### src/rtl/cpu_pkg.sv
// Shared CPU constants for the pipeline stages: default widths, NOP encoding, PC increment.
package cpu_pkg;
  localparam int unsigned CPU_ADDR_W  = 32;
  localparam int unsigned CPU_DATA_W  = 32;
  localparam int unsigned CPU_PC_STEP = 4;
  localparam logic [31:0] CPU_NOP     = 32'h0000_0000;
endpackage

### src/rtl/if_skid_buf.sv
// One-entry holding register for an instruction response that arrived while decode was stalled.
module if_skid_buf #(
  parameter int unsigned DATA_W = 32,
  parameter int unsigned ADDR_W = 32
) (
  input  logic              clk,
  input  logic              rst,
  input  logic              load_i,
  input  logic              take_i,
  input  logic              clear_i,
  input  logic [DATA_W-1:0] instr_i,
  input  logic [ADDR_W-1:0] pc4_i,
  output logic [DATA_W-1:0] instr_o,
  output logic [ADDR_W-1:0] pc4_o,
  output logic              valid_o
);
  logic              valid_q, valid_d;
  logic [DATA_W-1:0] instr_q;
  logic [ADDR_W-1:0] pc4_q;

  // Clear and take win over load; load only ever happens on a stalled cycle.
  always_comb begin
    valid_d = valid_q;
    if (clear_i || take_i) valid_d = 1'b0;
    else if (load_i)       valid_d = 1'b1;
  end

  always_ff @(posedge clk or posedge rst) begin
    if (rst) begin
      valid_q <= 1'b0;
      instr_q <= '0;
      pc4_q   <= '0;
    end else begin
      valid_q <= valid_d;
      if (load_i && !clear_i) begin
        instr_q <= instr_i;
        pc4_q   <= pc4_i;
      end
    end
  end

  assign instr_o = instr_q;
  assign pc4_o   = pc4_q;
  assign valid_o = valid_q;
endmodule

### src/rtl/if_id_stage.sv
// Instruction fetch front end and IF/ID pipeline register: PC, branch redirect,
// stall/flush handling and a skid entry for responses that land during a stall.
module if_id_stage
  import cpu_pkg::*;
#(
  parameter int unsigned       DATA_W    = CPU_DATA_W,
  parameter int unsigned       ADDR_W    = CPU_ADDR_W,
  parameter logic [ADDR_W-1:0] RESET_PC  = '0,
  parameter int unsigned       PC_STEP   = CPU_PC_STEP,
  parameter logic [DATA_W-1:0] NOP_INSTR = DATA_W'(CPU_NOP)
) (
  input  logic              clk,
  input  logic              rst,
  input  logic              stall,
  input  logic              flush,
  input  logic              pcSrc,
  input  logic [ADDR_W-1:0] ex_mem_pc,
  output logic              imem_req,
  output logic [ADDR_W-1:0] imem_addr,
  input  logic [DATA_W-1:0] imem_rdata,
  output logic [ADDR_W-1:0] pc_out,
  output logic [ADDR_W-1:0] if_id_pc4,
  output logic [DATA_W-1:0] if_id_instr,
  output logic              if_id_valid
);
  logic [ADDR_W-1:0] pc_q, pc_d, pc_plus;
  logic              inflight_q;
  logic [ADDR_W-1:0] inflight_pc4_q;
  logic              issue_kill_q;
  logic              kill_now, resp_ok;

  logic              skid_load, skid_take, skid_clear, skid_valid;
  logic [DATA_W-1:0] skid_instr;
  logic [ADDR_W-1:0] skid_pc4;

  logic              valid_q, valid_d;
  logic [DATA_W-1:0] instr_q, instr_d;
  logic [ADDR_W-1:0] pc4_q, pc4_d;

  assign imem_req  = ~stall & ~rst;
  assign imem_addr = pc_q;
  assign pc_out    = pc_q;
  assign pc_plus   = pc_q + ADDR_W'(PC_STEP);

  // A response dies if a redirect or flush hit its issue cycle or its return cycle.
  assign kill_now = pcSrc | flush;
  assign resp_ok  = inflight_q & ~issue_kill_q & ~kill_now;

  always_comb begin
    pc_d = pc_q;
    if (pcSrc)       pc_d = ex_mem_pc;
    else if (!stall) pc_d = pc_plus;
  end

  assign skid_clear = kill_now;
  assign skid_take  = ~kill_now & ~stall & skid_valid;
  assign skid_load  = resp_ok & stall;

  always_comb begin
    valid_d = valid_q;
    instr_d = instr_q;
    pc4_d   = pc4_q;
    if (kill_now) begin
      valid_d = 1'b0;
      instr_d = NOP_INSTR;
    end else if (!stall) begin
      if (skid_valid) begin
        valid_d = 1'b1;
        instr_d = skid_instr;
        pc4_d   = skid_pc4;
      end else if (resp_ok) begin
        valid_d = 1'b1;
        instr_d = imem_rdata;
        pc4_d   = inflight_pc4_q;
      end else begin
        valid_d = 1'b0;
        instr_d = NOP_INSTR;
      end
    end
  end

  always_ff @(posedge clk or posedge rst) begin
    if (rst) begin
      pc_q           <= RESET_PC;
      inflight_q     <= 1'b0;
      inflight_pc4_q <= '0;
      issue_kill_q   <= 1'b0;
      valid_q        <= 1'b0;
      instr_q        <= NOP_INSTR;
      pc4_q          <= '0;
    end else begin
      pc_q         <= pc_d;
      inflight_q   <= ~stall;
      issue_kill_q <= kill_now;
      if (!stall) inflight_pc4_q <= pc_plus;
      valid_q      <= valid_d;
      instr_q      <= instr_d;
      pc4_q        <= pc4_d;
    end
  end

  if_skid_buf #(
    .DATA_W (DATA_W),
    .ADDR_W (ADDR_W)
  ) u_skid (
    .clk     (clk),
    .rst     (rst),
    .load_i  (skid_load),
    .take_i  (skid_take),
    .clear_i (skid_clear),
    .instr_i (imem_rdata),
    .pc4_i   (inflight_pc4_q),
    .instr_o (skid_instr),
    .pc4_o   (skid_pc4),
    .valid_o (skid_valid)
  );

  assign if_id_valid = valid_q;
  assign if_id_instr = instr_q;
  assign if_id_pc4   = pc4_q;
endmodule

### config.mk
export PLATFORM = sky130hd
export DESIGN_NAME = if_id_stage
export DESIGN_NICKNAME = d
export VERILOG_FILES = /design/src/rtl/cpu_pkg.sv /design/src/rtl/if_skid_buf.sv /design/src/rtl/if_id_stage.sv
export SDC_FILE = /design/constraint.sdc
export NUM_CORES = 1
export LEC_CHECK = 0
export ABC_CLOCK_PERIOD_IN_PS = 8400
export BUFFER_PORTS_ARGS = -buffer_cell sky130_fd_sc_hd__buf_2
export CAP_MARGIN = 5
export CORE_UTILIZATION = 59
export DETAILED_ROUTE_END_ITERATION = 7
export PLACE_DENSITY = 0.83
export SLEW_MARGIN = 20
export SYNTH_ARGS = -nofsm -noshare
export SYNTH_HDL_FRONTEND = slang
export SYNTH_SLANG_ARGS = --single-unit
### constraint.sdc
create_clock -name clk -period 8.4 [get_ports clk]
set_input_delay 0.42 -clock clk [delete_from_list [all_inputs] [get_ports clk]]
set_output_delay 0.42 -clock clk [all_outputs]
set_load 0.005 [all_outputs]
Word level (Yosys, flattened, before mapping)
Index checks and enable logic that the tools add are counted.
- add/sub/neg operators: 1
- equality and inequality tests: 2
- mux-type cells: 14
- bitwise operators: 11
- reductions and logical operators: 6
- operator list (cell ; number):
    $mux 32 ; 8
    $add 32x3->32 const B ; 1
    $and 1x1->1 ; 6
    $mux 1 ; 6
    $ne 2x1->1 const B ; 2
    $not 1->1 ; 4
    $reduce_bool 2->1 ; 2
    $reduce_and 3->1 ; 1
    $logic_and 1x1->1 ; 1
    $logic_not 1->1 ; 1
    $logic_or 1x1->1 ; 1
    $or 1x1->1 ; 1
- register bits: 196
- bits of input ports: 69
- output and inout port bits: 130
- logic and storage cells: 44

Logic depth before layout (Yosys ltp)
- word-level depth: 7
- mapped depth: 7
- mapped depth without buffers: 5

Hierarchy
From an unflattened synthesis, not the netlist that was laid out.
- cells, all modules: 817
- area, all modules: 9367.7 um2
- modules (own cells, without submodules) (module ; instances ; cells each ; area an instance (um2) ; sequential area each (um2)):
    if_id_stage ; 1 ; 677 ; 6628.9 ; 3278.1
    if_skid_buf ; 1 ; 140 ; 2738.9 ; 1626.6

Least setup slack after synthesis
OpenSTA, ideal clock, no wires.
- kind: register to register
- from: register pc_q[2] (netlist: imem_addr[2])
- to: register inflight_pc4_q[30]
- library setup time: 0.141 ns
- arrival: 2.005 ns
- required time: 8.259 ns
- setup slack: 6.255 ns
- stages on the path, launching flop included: 8
- path buffers: 2
- clock period less this slack: 2.145 ns
- path through: dfrtp_1 -> ha_1 -> nand4_1 -> buf_2 -> or3_1 -> clkbuf_1 -> o41ai_1 -> a31oi_1
- word-level cells in the longest chain between the ends: 1
- RTL lines (item ; RTL line ; source):
    start, declared ; if_id_stage.sv:26 ; logic [ADDR_W-1:0] pc_q, pc_d, pc_plus;
    start signal, assigned ; if_id_stage.sv:92 ; pc_q <= pc_d;
    $add 32x3->32 ; if_id_stage.sv:43 ; assign pc_plus = pc_q + ADDR_W'(PC_STEP);
    end signal, assigned ; if_id_stage.sv:95 ; if (!stall) inflight_pc4_q <= pc_plus;
    end, declared ; if_id_stage.sv:28 ; logic [ADDR_W-1:0] inflight_pc4_q;
No other way between the ends.
A chain may end at the register's enable or synchronous reset.

Worst setup path in the final report
- from: input port stall
- to: register u_skid.instr_q[28] (netlist: u_skid.instr_o[28])
- word-level cells in the longest chain between the ends: 2
- RTL lines (item ; RTL line ; source):
    start, declared ; if_id_stage.sv:14 ; input logic stall,
    $and 1x1->1 ; if_id_stage.sv:57 ; assign skid_load = resp_ok & stall;
    $logic_and 1x1->1 ; if_skid_buf.sv:35 ; if (load_i && !clear_i) begin
    end signal, assigned ; if_skid_buf.sv:36 ; instr_q <= instr_i;
    end, declared ; if_skid_buf.sv:18 ; logic [DATA_W-1:0] instr_q;
No other way between the ends.

==> flow_metrics.env <==
export IMPL_synth_avg_cell_area_um2=10.9
export IMPL_max_cap_viol_count=0
export IMPL_cts_tree="done"
export IMPL_netlist_top_cells_area="dfrtp_1 (55%), mux2_2 (8.7%), o21ai_0 (3.9%)"
export IMPL_ys_types=43
export IMPL_fmax_mhz=301
export IMPL_drc=14
export IMPL_synthFlopType="dfrtp_1"
export IMPL_p_switching_mw=0.603
export IMPL_critPathRequiredTime_ns=8.71
export IMPL_via_per_inst=5.90
export IMPL_synth_edf_count=0
export IMPL_dpl_cell_count=1109
export IMPL_core_area_um2=14700
export IMPL_arrival_ns=3.64
export IMPL_cpLargestDelayFamily="buffers and inverters"
export IMPL_p_seq_share_pct=50.5
export IMPL_ctsResizeCount=0
export IMPL_synth_top_area_share_pct=54.7
export IMPL_setup_viol=0
export IMPL_wl_met2_um=9180
export IMPL_top_layer="met5"
export IMPL_synth_largest_area_cell="dfrtp_1"
export IMPL_ctsHoldBuffers=0
export IMPL_clockBufferDepth=2
export IMPL_fin_cells=1141
export IMPL_ys_warn_count=0
export IMPL_path_class="primary input to register"
export IMPL_die_h_um=125
export IMPL_crit_slowest_cell="buf_4"
export IMPL_crit_chain="buf_2, buf_4, inv_1, nor2_2, buf_4, and2_2, buf_4, mux2_2"
export IMPL_powerDensity_nw_per_um2=227
export IMPL_maxSlewHeadroom_pct=34.1
export IMPL_finalSetupTns_ns=0
export IMPL_track_usage_pct=25.9
export IMPL_post_route_period_util_pct=39.6
export IMPL_synth_compound_area_share_pct=11.4
export IMPL_io_buffers=198
export IMPL_clock_latency_ns=0.43
export IMPL_ys_seq_area_share_pct=54.7
export IMPL_ctsHtreeMaxLevel=4
export IMPL_final_min_clock_period_ns=3.33
export IMPL_vias=6737
export IMPL_drt_pass1_iterations=8
export IMPL_syn_instance_count=819
export IMPL_synthMuxAreaShare_pct=12.4
export IMPL_synth_seq_cells=196
export IMPL_yosys_top_cells_count="dfrtp_1 (196), nand2_1 (77), mux2_2 (69), o21ai_0 (69)"
export IMPL_comb_power_share_pct=12.7
export IMPL_ir_drop_mv=0.150
export IMPL_fin_area_um2=10400
export IMPL_crit_path_end_kind="register"
export IMPL_grt_start_max_net_pins=117
export IMPL_cts_setup_buffers=0
export IMPL_cts_root_buf="clkbuf_16"
export IMPL_path_buf_inv=5
export IMPL_hold_viol_final=0
export IMPL_final_core_util_pct=70.6
export IMPL_intPower_mw=1.75
export IMPL_placed_area_um2=9730
export IMPL_synth_most_common_cell="dfrtp_1"
export IMPL_io_pins=199
export IMPL_power_mw=2.35
export IMPL_maxSlewViolCount=0
export IMPL_grt_pass1_vias=6342
export IMPL_cp_start_kind="primary input"
export IMPL_fillers=1100
export IMPL_wirelength_um=19400
export IMPL_worstMarginPinSlew_ns=0.989
export IMPL_diodes=0
export IMPL_wl_met1_um=8620
export IMPL_place_hpwl_um=12900
export IMPL_wl_met3_um=1320
export IMPL_crit_top_cell="buf_4"
export IMPL_drtAntennaViolNets=0
export IMPL_clock_sinks=196
export IMPL_synth_fa_ha_area_share_pct=0.140
export IMPL_outcome="finished with violations"
export IMPL_syn_num_nets=889
export IMPL_p_leak_nw=5.00
export IMPL_rsz0062_at_grt="false"
export IMPL_overflow=0
export IMPL_grt_first_pass_wirelength_um=32300
export IMPL_die_x_um=125
export IMPL_dieArea_um2=15700
export IMPL_drive_above_1_share_pct=32.8
export IMPL_gp_congestion=0.804
export IMPL_nets=1014
export IMPL_start_util_pct=61.0
export IMPL_synth_area_um2=8960
export IMPL_synth_simple_gate_area_share_pct=11.5
export IMPL_synth_xor_area_share_pct=2.34
export IMPL_wl_per_cell_um=17.0
export IMPL_clkPwrFrac_pct=36.8
export IMPL_clkTransAtPathRegs_ns=0.06
export IMPL_finClkSkew_ns=0.00760
export IMPL_cpPeakStageDelay_ns=0.61
export IMPL_swShare_pct=25.6
export IMPL_dr_first_iter_drc_count=648
export IMPL_std_cell_rows=44
export IMPL_antenna_found_initial=1
export IMPL_area_growth_pct=15.7
export IMPL_async_reset_ff_share_pct=100
export IMPL_violations="design-rule violations"
export IMPL_synth_top_family_by_area="multiplexers"
export IMPL_cts_buffers=17
export IMPL_worstPathMaxFanout=63
export IMPL_hold_path_class="primary input to asynchronous set/reset pin"
## sequential cells by signal (all words and copies together) (netlist names)
| signal | flops |
|---|---|
| u_skid.instr_o | 32 |
| if_id_pc4 | 32 |
| inflight_q | 1 |
| inflight_pc4_q | 32 |
| issue_kill_q | 1 |
| imem_addr | 32 |
| u_skid.pc4_o | 32 |
| if_id_valid | 1 |
| u_skid.valid_o | 1 |
| if_id_instr | 32 |
## through the flow
stage                     worst slack [ns]  hold slack (ns)
final                                 5.07            0.161
after global routing                  4.84            0.200
after CTS                             5.12            0.185
after detailed placement              4.68            0.461
after global placement                4.71            0.454
after floorplan                       2.64            0.465
## path summary, 6_finish.rpt
kind / startpoint / end / slack (ns) / cells after the start
max in group asynchronous: rst / u_skid.valid_o / 7.05 / 3
worst min register to register: if_id_pc4[11] / if_id_pc4[11] / 0.47 / 2
worst max-delay path: stall / u_skid.instr_o[28] / 5.07 / 8
worst max register to register: imem_addr[7] / inflight_pc4_q[23] / 5.67 / 4
worst min-delay path: rst / imem_addr[2] / 0.16 / 2
min in group clk: ex_mem_pc[14] / imem_addr[14] / 0.20 / 3
## metal layers
layer  track usage [%]  vias up
met5                 0        -
met4              7.96        2
met3              4.45       27
met2              41.3      275
met1              36.4     3275
li1                  -     3158
## final cells by class
class                           count  area, µm²  share of cell area, %
Multi-Input combinational cell    484       3410                   32.8
Sequential cell                   196       4910                   47.3
Clock buffer                       20        457                   4.40
Inverter                           42        165                   1.59
Tap cell                          184        230                   2.22
Clock inverter                     12        179                   1.72
Timing Repair Buffer              203       1030                   9.95
## logic make-up after synthesis
logic type / after synthesis
DFF: 196
and+or+nand+nor: 205
muxes: 102
adders and majority gates: 1
AOI/OAI and AO/OA: 152
buffers and inverters: 139
xor gates and xnor gates: 24
## cells in the final DEF (no fill, tap or decap), types with 2 or more instances in the layout
cell type,n
o211ai_1,6
xor2_1,6
o41ai_1,2
xnor2_1,18
a222oi_1,32
nor2_1,31
nand3_1,15
or4_1,24
clkinvlp_4,3
nand4b_1,2
nor2b_1,3
clkbuf_8,2
mux2_2,69
and2_2,2
a21oi_1,2
o31ai_1,12
and4_1,4
clkinv_4,3
dfrtp_1,195
bufinv_16,4
o21ai_0,68
a31oi_1,24
nor3_1,10
or3_1,11
nand2_1,77
clkbuf_16,17
mux2i_1,33
buf_2,198
inv_1,40
nand4_1,9
buf_4,4
a211o_1,2
clkinv_2,2
nor4_1,8
## worst reg2reg max path, cell delays in order, from the launching register on
cell and delay [ns]:
dfrtp_1 0.52, nand4_1 0.48, or4_1 0.92, or4_1 0.55, a31oi_1 0.18
## power by group through the flow
stage	Clock (mW)	Sequential, mW	Combinational, mW
after floorplan	0	1.17	0.205
after global placement	0	1.19	0.288
after detailed placement	0	1.20	0.300
after CTS	0.874	1.19	0.303
after global routing	0.914	1.20	0.336
final	0.864	1.19	0.299
No activity file was read; power rests on OpenSTA's default activity.
